<file path="src/rtl/button_conditioner.sv">
// Conditions four raw game buttons: 2-FF sync into clk_25_175, counter debounce, one-cycle press events.
// Defining AUTOREPEAT_EN adds per-button autorepeat (L/R/D only); undefined gives press events only.
module button_conditioner #(
  parameter int DEBOUNCE_CYCLES = 250000,
  parameter int REPEAT_DELAY    = 4000000,
  parameter int REPEAT_RATE     = 1250000
) (
  input  logic       clk_25_175,
  input  logic       reset,
  input  logic [3:0] butt_raw,
  output logic [3:0] butt_level,
  output logic [3:0] butt_evt,
  output logic [3:0] butt_repeat
);

  localparam int            CW       = $clog2(DEBOUNCE_CYCLES);
  localparam logic [CW-1:0] CNT_LAST = CW'(DEBOUNCE_CYCLES - 1);

  if (DEBOUNCE_CYCLES < 2 || REPEAT_DELAY < 2 || REPEAT_RATE < 2) begin : g_param_check
    $error("button_conditioner: DEBOUNCE_CYCLES, REPEAT_DELAY and REPEAT_RATE must be >= 2");
  end

  logic [3:0]    sync1;
  logic [3:0]    sync2;
  logic [3:0]    level_d;
  logic [CW-1:0] cnt [4];
  logic [3:0]    press;

  // NOTE: the counter array is tiny and must start at zero, so it is reset like any other
  // register; large storage arrays would normally be left out of the reset.
  always_ff @(posedge clk_25_175 or posedge reset) begin
    if (reset) begin
      sync1      <= '0;
      sync2      <= '0;
      butt_level <= '0;
      level_d    <= '0;
      for (int i = 0; i < 4; i++) cnt[i] <= '0;
    end else begin
      // NOTE: non-blocking assignments make sync2 take the old sync1, giving two real flops.
      sync1   <= butt_raw;
      sync2   <= sync1;
      level_d <= butt_level;
      for (int i = 0; i < 4; i++) begin
        if (sync2[i] == butt_level[i]) begin
          cnt[i] <= '0;
        end else if (cnt[i] == CNT_LAST) begin
          butt_level[i] <= sync2[i];
          cnt[i]        <= '0;
        end else begin
          cnt[i] <= cnt[i] + 1'b1;
        end
      end
    end
  end

  assign press = butt_level & ~level_d;

`ifdef AUTOREPEAT_EN
  typedef enum logic [1:0] {IDLE, DELAY, REPEAT} ar_state_t;

  localparam int            TMAX       = (REPEAT_DELAY > REPEAT_RATE) ? REPEAT_DELAY : REPEAT_RATE;
  localparam int            TW         = $clog2(TMAX);
  localparam logic [TW-1:0] DELAY_LAST = TW'(REPEAT_DELAY - 1);
  localparam logic [TW-1:0] RATE_LAST  = TW'(REPEAT_RATE - 1);
  localparam logic [3:0]    AR_MASK    = 4'b1101;  // T (bit 1) never repeats

  ar_state_t     state [4];
  logic [TW-1:0] timer [4];
  logic [3:0]    fall_now;
  logic [3:0]    cancel;
  logic          lr_both;

  // Cancel in the same cycle the stable level drops, not a cycle later.
  // NOTE: every always_comb output gets a default first so no path can infer a latch.
  always_comb begin
    fall_now = '0;
    for (int i = 0; i < 4; i++)
      fall_now[i] = butt_level[i] & ~sync2[i] & (cnt[i] == CNT_LAST);
    lr_both   = butt_level[0] & butt_level[2];
    cancel    = fall_now | ~AR_MASK;
    cancel[0] = cancel[0] | lr_both;
    cancel[2] = cancel[2] | lr_both;
  end

  always_ff @(posedge clk_25_175 or posedge reset) begin
    if (reset) begin
      butt_evt    <= '0;
      butt_repeat <= '0;
      for (int i = 0; i < 4; i++) begin
        state[i] <= IDLE;
        timer[i] <= '0;
      end
    end else begin
      for (int i = 0; i < 4; i++) begin
        butt_evt[i] <= press[i];
        if (cancel[i]) begin
          state[i]       <= IDLE;
          timer[i]       <= '0;
          butt_repeat[i] <= 1'b0;
        end else begin
          case (state[i])
            IDLE: begin
              if (press[i]) begin
                state[i] <= DELAY;
                timer[i] <= '0;
              end
            end
            DELAY: begin
              if (timer[i] == DELAY_LAST) begin
                butt_evt[i]    <= 1'b1;
                butt_repeat[i] <= 1'b1;
                state[i]       <= REPEAT;
                timer[i]       <= '0;
              end else begin
                timer[i] <= timer[i] + 1'b1;
              end
            end
            REPEAT: begin
              if (timer[i] == RATE_LAST) begin
                butt_evt[i] <= 1'b1;
                timer[i]    <= '0;
              end else begin
                timer[i] <= timer[i] + 1'b1;
              end
            end
            default: begin
              state[i]       <= IDLE;
              timer[i]       <= '0;
              butt_repeat[i] <= 1'b0;
            end
          endcase
        end
      end
    end
  end
`else
  always_ff @(posedge clk_25_175 or posedge reset) begin
    if (reset) butt_evt <= '0;
    else       butt_evt <= press;
  end

  assign butt_repeat = 4'b0000;
`endif

endmodule
</file>
<file path="config.mk">
export PLATFORM = sky130hd
export DESIGN_NAME = button_conditioner
export DESIGN_NICKNAME = d
export VERILOG_FILES = /design/src/rtl/button_conditioner.sv
export SDC_FILE = /design/constraint.sdc
export NUM_CORES = 1
export LEC_CHECK = 0
export ABC_AREA = 1
export CAP_MARGIN = 20
export CORE_UTILIZATION = 40
export CTS_CLUSTER_DIAMETER = 100
export DETAILED_ROUTE_END_ITERATION = 8
export MAX_ROUTING_LAYER = met4
export PLACE_DENSITY = 0.68
export SLEW_MARGIN = 5
export SYNTH_ARGS = -nofsm -noshare
export SYNTH_HDL_FRONTEND = slang
export SYNTH_SLANG_ARGS = --single-unit
</file>
<file path="constraint.sdc">
create_clock -name clk_25_175 -period 5.95 [get_ports clk_25_175]
set_clock_uncertainty 0.2 [all_clocks]
set_input_delay 0.595 -clock clk_25_175 [delete_from_list [all_inputs] [get_ports clk_25_175]]
set_output_delay 0.595 -clock clk_25_175 [all_outputs]
set_load 0.02 [all_outputs]
</file>
======== Word-level counts from Yosys, hierarchy flattened ========
Cells that the tools add are included.
cells by class
  multiplexer cells ....................... 8
  eq/ne operators ......................... 8
  reductions and logical operators ........ 4
  bitwise logic cells ..................... 6
  magnitude comparators ................... 0
  shift operators ......................... 0
  add/sub/neg operators ................... 4
  divide/modulo/power cells ............... 0
  multipliers ............................. 0
operators with widths
  operator                                        count
  two-way mux 18 bit                              8
  adder 18 x 1 -> 18 bit (second input constant)  4
  equality test 18 bit (second input constant)    4
  AND reduction 2 bit                             4
  AND 4 bit                                       1
  equality test 1 bit                             4
  NOT 1 bit                                       4
  NOT 4 bit                                       1
word-level totals
  memory bits (read-only) ................. 0
  RAM bits ................................ 0
  memories ................................ 0
  latch bits .............................. 0
  register bits after elaboration ......... 92
  output and inout bits ................... 12

======== Depth between registers and ports, before layout ========
Gate-level depths: netlist of run 1.
  depth after elaboration ................. 3
  gate-level depth with buffers ........... 9
  depth with buffers taken out ............ 9

======== Least setup slack after synthesis of run 1 ========
OpenSTA, ideal clock, no wires.
  path kind ............................... register -> register
  start point ............................. register cnt[18] (netlist name)
  end point ............................... register cnt[30] (netlist name)
  buffers on the path ..................... 0
  clock period less this slack ............ 1.511 ns
  cell stages (with the launch flop) ...... 9
  path slack .............................. 4.439 ns
  library setup time ...................... 0.119 ns
  arrival time ............................ 1.192 ns
  required time ........................... 5.631 ns
  path through ............................ dfrtp_1 > ha_1 > nand2_1 > nor2_4 > inv_1 > nor2_2 > nand3_2 > nand2_2 > nor2_1
between the ends
  longest elaborated chain between the ends .. 3
  elaborated cells on any way between the ends .. 4
  classes of those cells .................. add/sub (1); eq/ne (1); mux (2)
ends and longest elaborated chain
  item                                                                   line    text
  start, declared                                                        26      logic [CW-1:0] cnt [4];
  start signal, assigned by index                                        50      cnt[i] <= cnt[i] + 1'b1;
  adder 18 x 1 -> 18 bit / equality test 18 bit (equally long branches)  50, 46
  two-way mux 18 bit *                                                   46      end else if (cnt[i] == CNT_LAST) begin
  two-way mux 18 bit *                                                   44      if (sync2[i] == butt_level[i]) begin
Mark *: on every way between the ends. The rest lies on a longest branch, timed or not.
A chain may end at the register's enable or synchronous reset.

======== Worst setup path after layout of run 1 ========
  start point ............................. register butt_level[2]
  end point ............................... output port butt_level[2]
RTL lines
  item                             line  text
  start, declared                  11    output logic [3:0] butt_level,
  start signal, assigned by index  47    butt_level[i] <= sync2[i];
No word-level cell between the ends.

==> impl_metrics.py, run 1 <==
metrics = {
    "clock_tree": {
        "clock-sinks": 92,
        "insertion_delay_ns": 0.34,
        "cts_root_buffer": "clkbuf_16",
        "clkSlewWorstSetupHoldPaths_ns": 0.07,
        "hold_buffers": 0,
        "tritoncts": "built",
        "post_cts_buffers": 0,
        "ctsResizeCount": 0,
        "cts_made_buffers": 9,
        "h-tree-depth": 3,
        "clockBufferDepth": 2,
    },
    "placement": {
        "hpwlAfterDp_um": 6250,
        "gp_congestion": 0.931,
        "dp.cells": 716,
        "portBuffers": 13,
    },
    "setup_path": {
        "slowest_stage": "clkdlybuf4s50_1",
        "crit_type": "flip-flop to output pin",
        "start_kind": "flip-flop",
        "max_stage_delay_ns": 0.64,
        "path_delay_family": "buffers and inverters",
        "required_ns": 5.16,
        "critical_path_buf_inv_count": 1,
        "path_cells": "clkdlybuf4s50_1",
        "critPathArrivalTime_ns": 1.40,
        "end_kind": "output pin",
        "crit_fanout": 4,
    },
    "pwr": {
        "ir_drop_mv": 0.161,
        "internal_power_mw": 1.02,
        "power_frac_seq_pct": 48.9,
        "pwr-share-clk_pct": 47.9,
        "p_sw_uw": 291,
        "pwr-share-comb_pct": 3.2,
        "total_power_mw": 1.31,
        "p_leak_nw": 2.19,
        "p_per_area_mw_per_mm2": 249,
        "p_sw_share_pct": 22.2,
    },
    "sta": {
        "worst_slew_pin_slew_ns": 0.851,
        "finalHoldViolCount": 0,
        "clock.fmax_ghz": 0.455,
        "post-route-period-util_pct": 36.9,
        "hold_ws_ns": 0.148,
        "maxSlewHeadroom_pct": 43.2,
        "setup_violations": 0,
        "rsz0062_at_grt": "no",
        "finalCriticalPeriod_ns": 2.20,
        "setup_tns_ns": 0,
        "maxSlewViolCount": 0,
    },
    "global_route": {
        "grtUsageMet2_pct": 26.7,
        "met1_usage_pct": 21.3,
        "top_usage_layer": "met2",
        "first_global_vias": 3397,
        "grt_usage_pct": 16.7,
        "grt_antenna_before_repair": 0,
        "grt.overflow.total": 0,
        "grt_max_degree": 70,
        "met3_usage_pct": 2.67,
        "grt_pass1_wl_um": 15300,
    },
    "cells_and_area": {
        "drive_gt1_share_pct": 10.0,
        "fin_util_pct": 46.4,
        "area_growth_pct": 13.3,
        "final_cell_count_no_fill": 732,
        "n_antenna_cell": 0,
        "num-nets-final": 594,
    },
    "synthesis": {
        "ys_ff_latch": 92,
        "ys_warn_count": 0,
        "yosysSeqAreaShare_pct": 49.4,
        "synth_area_mm2": 0.00466,
        "syn_area_per_cell_um2": 8.29,
        "synth_cells": 562,
        "synth_cell_type_count": 29,
    },
    "floorplanning": {
        "pin_count": 18,
        "die_x_um": 110,
        "core_area_mm2": 0.0114,
        "start_util_pct": 41.0,
        "die-area_mm2": 0.0121,
        "rows": 39,
        "die_h_um": 110,
    },
    "detailed_routing": {
        "drt_iter0_markers": 159,
        "drt_first_pass_iters": 4,
        "wirelength_um": 8720,
        "routed_via_density": 4.81,
        "drc": 0,
        "ant_nets": 0,
        "wl_per_cell_um": 11.9,
        "vias": 3523,
    },
    "flow_run": {
        "drv_cap": 0,
    },
    "min_path": {
        "worst_hold_path_type": "flip-flop to flip-flop",
    },
    "outcome": {
        "status": "complete, no violations",
    },
}
[metrics by stage]
step	worst slack, ns	area (µm²)
after detailed placement	3.61	4950
after floorplan	2.76	4670
after CTS	3.74	5280
after global placement	3.61	4950
final	3.75	5280
after global routing	3.71	5280
[sequential cells by signal, indices dropped and copies added (netlist names)]
signal,flops
sync2,4
butt_evt,4
butt_level,4
sync1,4
level_d,4
cnt,72
[synthesized netlist by cell type]
master | number | share of area (%)
ha_1 | 4 | 1.1
xor2_1 | 23 | 4.3
xor2_2 | 3 | 1.0
o21bai_1 | 2 | 0.32
nand3b_1 | 1 | 0.16
xnor2_2 | 1 | 0.35
o21ai_0 | 3 | 0.32
dfrtp_1 | 92 | 49
nor3_1 | 9 | 0.97
nand2_1 | 101 | 8.1
inv_1 | 49 | 3.9
a21o_1 | 1 | 0.16
and2_1 | 3 | 0.40
inv_2 | 4 | 0.32
nand2_2 | 9 | 1.2
o21ai_1 | 4 | 0.43
xnor2_1 | 12 | 2.3
nor2_4 | 11 | 2.7
nor2_2 | 9 | 1.2
buf_4 | 4 | 0.64
conb_1 | 1 | 0.080
buf_2 | 2 | 0.21
nor4_1 | 2 | 0.27
a21oi_1 | 14 | 1.5
nor3b_1 | 4 | 0.64
nand4_1 | 11 | 1.5
nand3_2 | 4 | 0.86
nor2_1 | 135 | 11
nand3_1 | 44 | 4.7
[routing by layer]
layer / part of all wire, % / routed length, µm
met1: 47 / 4120
met2: 48 / 4190
met3: 3.0 / 260
met4: 1.6 / 139
met5: 0 / 0
[logic make-up (layout without fill, tap and decap cells)]
| group | count (synthesis) | after routing | share of synthesized area (%) |
|---|---|---|---|
| buffers and inverters | 59 | 83 | 5.13 |
| adders and majority gates | 4 | 4 | 1.07 |
| other | 1 | 4 | 0.0805 |
| AOI/OAI and AO/OA | 24 | 24 | 2.74 |
| and+or+nand+nor | 343 | 343 | 33.6 |
| DFF | 92 | 92 | 49.4 |
| xor gates and xnor gates | 39 | 39 | 7.98 |
[power by group through the flow]
stage	combinational (mW)	sequential, mW	clock (mW)
floorplan	0.0335	0.652	0
finish	0.0426	0.641	0.629
global placement	0.0432	0.653	0
detailed placement	0.0443	0.654	0
CTS	0.0445	0.641	0.641
global route	0.0507	0.643	0.667
[path summary, 6_finish.rpt]
check	slack, ns	depth (start not counted)	end	startpoint
max in group asynchronous	4.05	3	cnt[66]	reset
max reg2reg	4.22	8	cnt[30]	cnt[18]
min	0.15	0	sync2[2]	sync1[2]
max	3.75	1	butt_level[2]	butt_level[2]
min reg2reg	0.15	0	sync2[2]	sync1[2]
min in group asynchronous	0.35	2	cnt[28]	reset
[worst reg2reg max path, stage by stage (launching register included)]
cell and delay (ns):
dfrtp_1 0.37, ha_1 0.17, nand2_1 0.12, nor2_4 0.16, inv_1 0.07, nor2_2 0.14
nand3_2 0.15, nand2_2 0.17, nor2_1 0.06
[layout by cell type, fill, tap and decap left out, types with 9 or more instances in the layout]
master and n:
a21oi_1 14, nand2_2 9, nor2_1 135, nand4_1 11
inv_1 48, dfrtp_1 92, clkdlybuf4s50_1 13, nor2_4 11
clkbuf_16 9, nor2_2 9, xnor2_1 12, nand2_1 101
nor3_1 9, nand3_1 44, xor2_1 23
[final cells by class]
cell class                 count  area, µm²
fill                        1071       6090
inverter                      53        201
clock inverter                 7        104
timing repair buffer          14        138
sequential                    92       2300
tap                          143        179
multi-input combinational    414       2130
clock buffer                   9        225
(Power assumes the default switching activity.)
==> inputs of run 2 (changes only) <==
==> constraint.sdc (replaced) <==
create_clock -name clk_25_175 -period 2.05 [get_ports clk_25_175]
set_clock_uncertainty 0.2 [all_clocks]
set_input_delay 0.205 -clock clk_25_175 [delete_from_list [all_inputs] [get_ports clk_25_175]]
set_output_delay 0.205 -clock clk_25_175 [all_outputs]
set_load 0.02 [all_outputs]
==> impl_metrics.py, run 2 (same netlist as run 1, synthesis figures left out) <==
metrics = {
    "outcome": {
        "status": "complete, no violations",
    },
    "setup_path": {
        "max_stage_delay_ns": 0.64,
        "critPathArrivalTime_ns": 1.40,
        "crit_fanout": 4,
        "path_cells": "clkdlybuf4s50_1",
        "required_ns": 1.64,
        "crit_type": "flip-flop to output pin",
        "start_kind": "flip-flop",
        "path_delay_family": "buffers and inverters",
        "critical_path_buf_inv_count": 1,
        "slowest_stage": "clkdlybuf4s50_1",
        "end_kind": "output pin",
    },
    "cells_and_area": {
        "stdcell_area_mm2": 0.00532,
        "drive_gt1_share_pct": 10.2,
        "largest_reg_flops": 72,
        "area_growth_pct": 14.1,
        "final_cell_mix": "nor2_1, nand2_1, dfrtp_1, inv_1, nand3_1",
        "largest_register": "cnt",
        "num-nets-final": 596,
        "n_antenna_cell": 0,
        "final_common_cell": "nor2_1",
    },
    "floorplanning": {
        "start_util_pct": 41.0,
        "die_x_um": 110,
        "die-area_mm2": 0.0121,
        "rows": 39,
        "pin_count": 18,
        "core_area_mm2": 0.0114,
        "die_h_um": 110,
    },
    "flow_run": {
        "drv_cap": 0,
    },
    "detailed_routing": {
        "drc": 0,
        "drt_first_pass_iters": 5,
        "routed_via_density": 4.83,
        "drt_iter0_markers": 147,
        "vias": 3544,
        "ant_nets": 0,
        "wirelength_um": 8620,
        "wl_per_cell_um": 11.7,
    },
    "clock_tree": {
        "clock-sinks": 92,
        "clkSlewWorstSetupHoldPaths_ns": 0.06,
        "ctsResizeCount": 0,
        "cts_made_buffers": 9,
        "h-tree-depth": 3,
        "post_cts_buffers": 0,
        "cts_root_buffer": "clkbuf_16",
        "clockBufferDepth": 2,
        "tritoncts": "built",
        "hold_buffers": 0,
        "insertion_delay_ns": 0.34,
    },
    "pwr": {
        "pwr-share-clk_pct": 46.1,
        "power_frac_seq_pct": 50.3,
        "p_sw_uw": 776,
        "p_leak_nw": 2.20,
        "p_per_area_mw_per_mm2": 697,
        "p_sw_share_pct": 20.9,
        "pwr-share-comb_pct": 3.7,
        "ir_drop_mv": 0.711,
        "internal_power_mw": 2.93,
    },
    "sta": {
        "post-route-period-util_pct": 88.0,
        "finalCriticalPeriod_ns": 1.80,
        "finalHoldViolCount": 0,
        "setup_violations": 0,
        "clock.fmax_ghz": 0.555,
        "rsz0062_at_grt": "no",
        "setup_tns_ns": 0,
        "maxSlewViolCount": 0,
    },
    "global_route": {
        "grt_antenna_before_repair": 0,
        "grt_max_degree": 29,
        "grt_pass1_wl_um": 15000,
        "grt_usage_pct": 16.7,
        "grt.overflow.total": 0,
        "first_global_vias": 3306,
    },
    "placement": {
        "place_area_mm2": 0.00500,
        "hpwlAfterDp_um": 6410,
        "portBuffers": 13,
        "gp_congestion": 0.915,
    },
    "min_path": {
        "worst_hold_path_type": "input pin to asynchronous set/reset pin",
    },
}
run 2: area by class of cell:
type | instances | area [µm²]
clock inverters | 3 | 43.8
fillers | 1105 | 6050
well taps | 143 | 179
multi-input cells | 414 | 2130
clock buffers | 13 | 270
flip-flops and latches | 92 | 2300
repair buffers | 16 | 190
inverters | 53 | 203
run 2: worst paths after layout:
kind | startpoint | to | slack [ns] | cells after the start
hold reg to reg | sync1[2] | sync2[2] | 0.15 | 0
hold / removal | reset | cnt[42] | 0.04 | 2
max in group asynchronous | reset | cnt[0] | 1.13 | 3
setup reg to reg | cnt[54] | cnt[54] | 0.32 | 6
setup / recovery | butt_level[0] | butt_level[0] | 0.25 | 1
min in group clk_25_175 | butt_raw[2] | sync1[2] | 0.11 | 1
run 2: through the flow:
stage / std cells / setup slack (ns) / utilization, % / power [mW] / hold slack, ns
3_5_place_dp: 718 / 0.332 / 44.0 / 2.04 / 0.137
6_report: 734 / 0.247 / 46.8 / 3.71 / 0.0411
2_1_floorplan: 565 / 0.539 / - / 1.99 / 0.0364
4_1_cts: 734 / 0.211 / 46.8 / 3.78 / 0.0449
3_3_place_gp: 718 / 0.374 / 44.0 / 2.03 / 0.136
5_1_grt: 734 / 0.183 / 46.8 / 3.86 / 0.0738
run 2: power groups by stage:
stage / registers, mW / clock network, mW / logic (mW)
global placement: 1.90 / 0 / 0.138
detailed placement: 1.90 / 0 / 0.142
floorplan: 1.89 / 0 / 0.0978
CTS: 1.86 / 1.77 / 0.143
finish: 1.86 / 1.71 / 0.137
global route: 1.87 / 1.84 / 0.159
run 2: metal layers:
layer / routed length, µm / vias up / share of wire (%) / track usage (%)
met5: 0 / - / 0 / -
met4: 132 / 0 / 1.5 / 5.24
met3: 333 / 12 / 3.9 / 4.98
met2: 4060 / 57 / 47 / 25.8
met1: 4100 / 1663 / 48 / 21.0
li1: - / 1812 / - / -
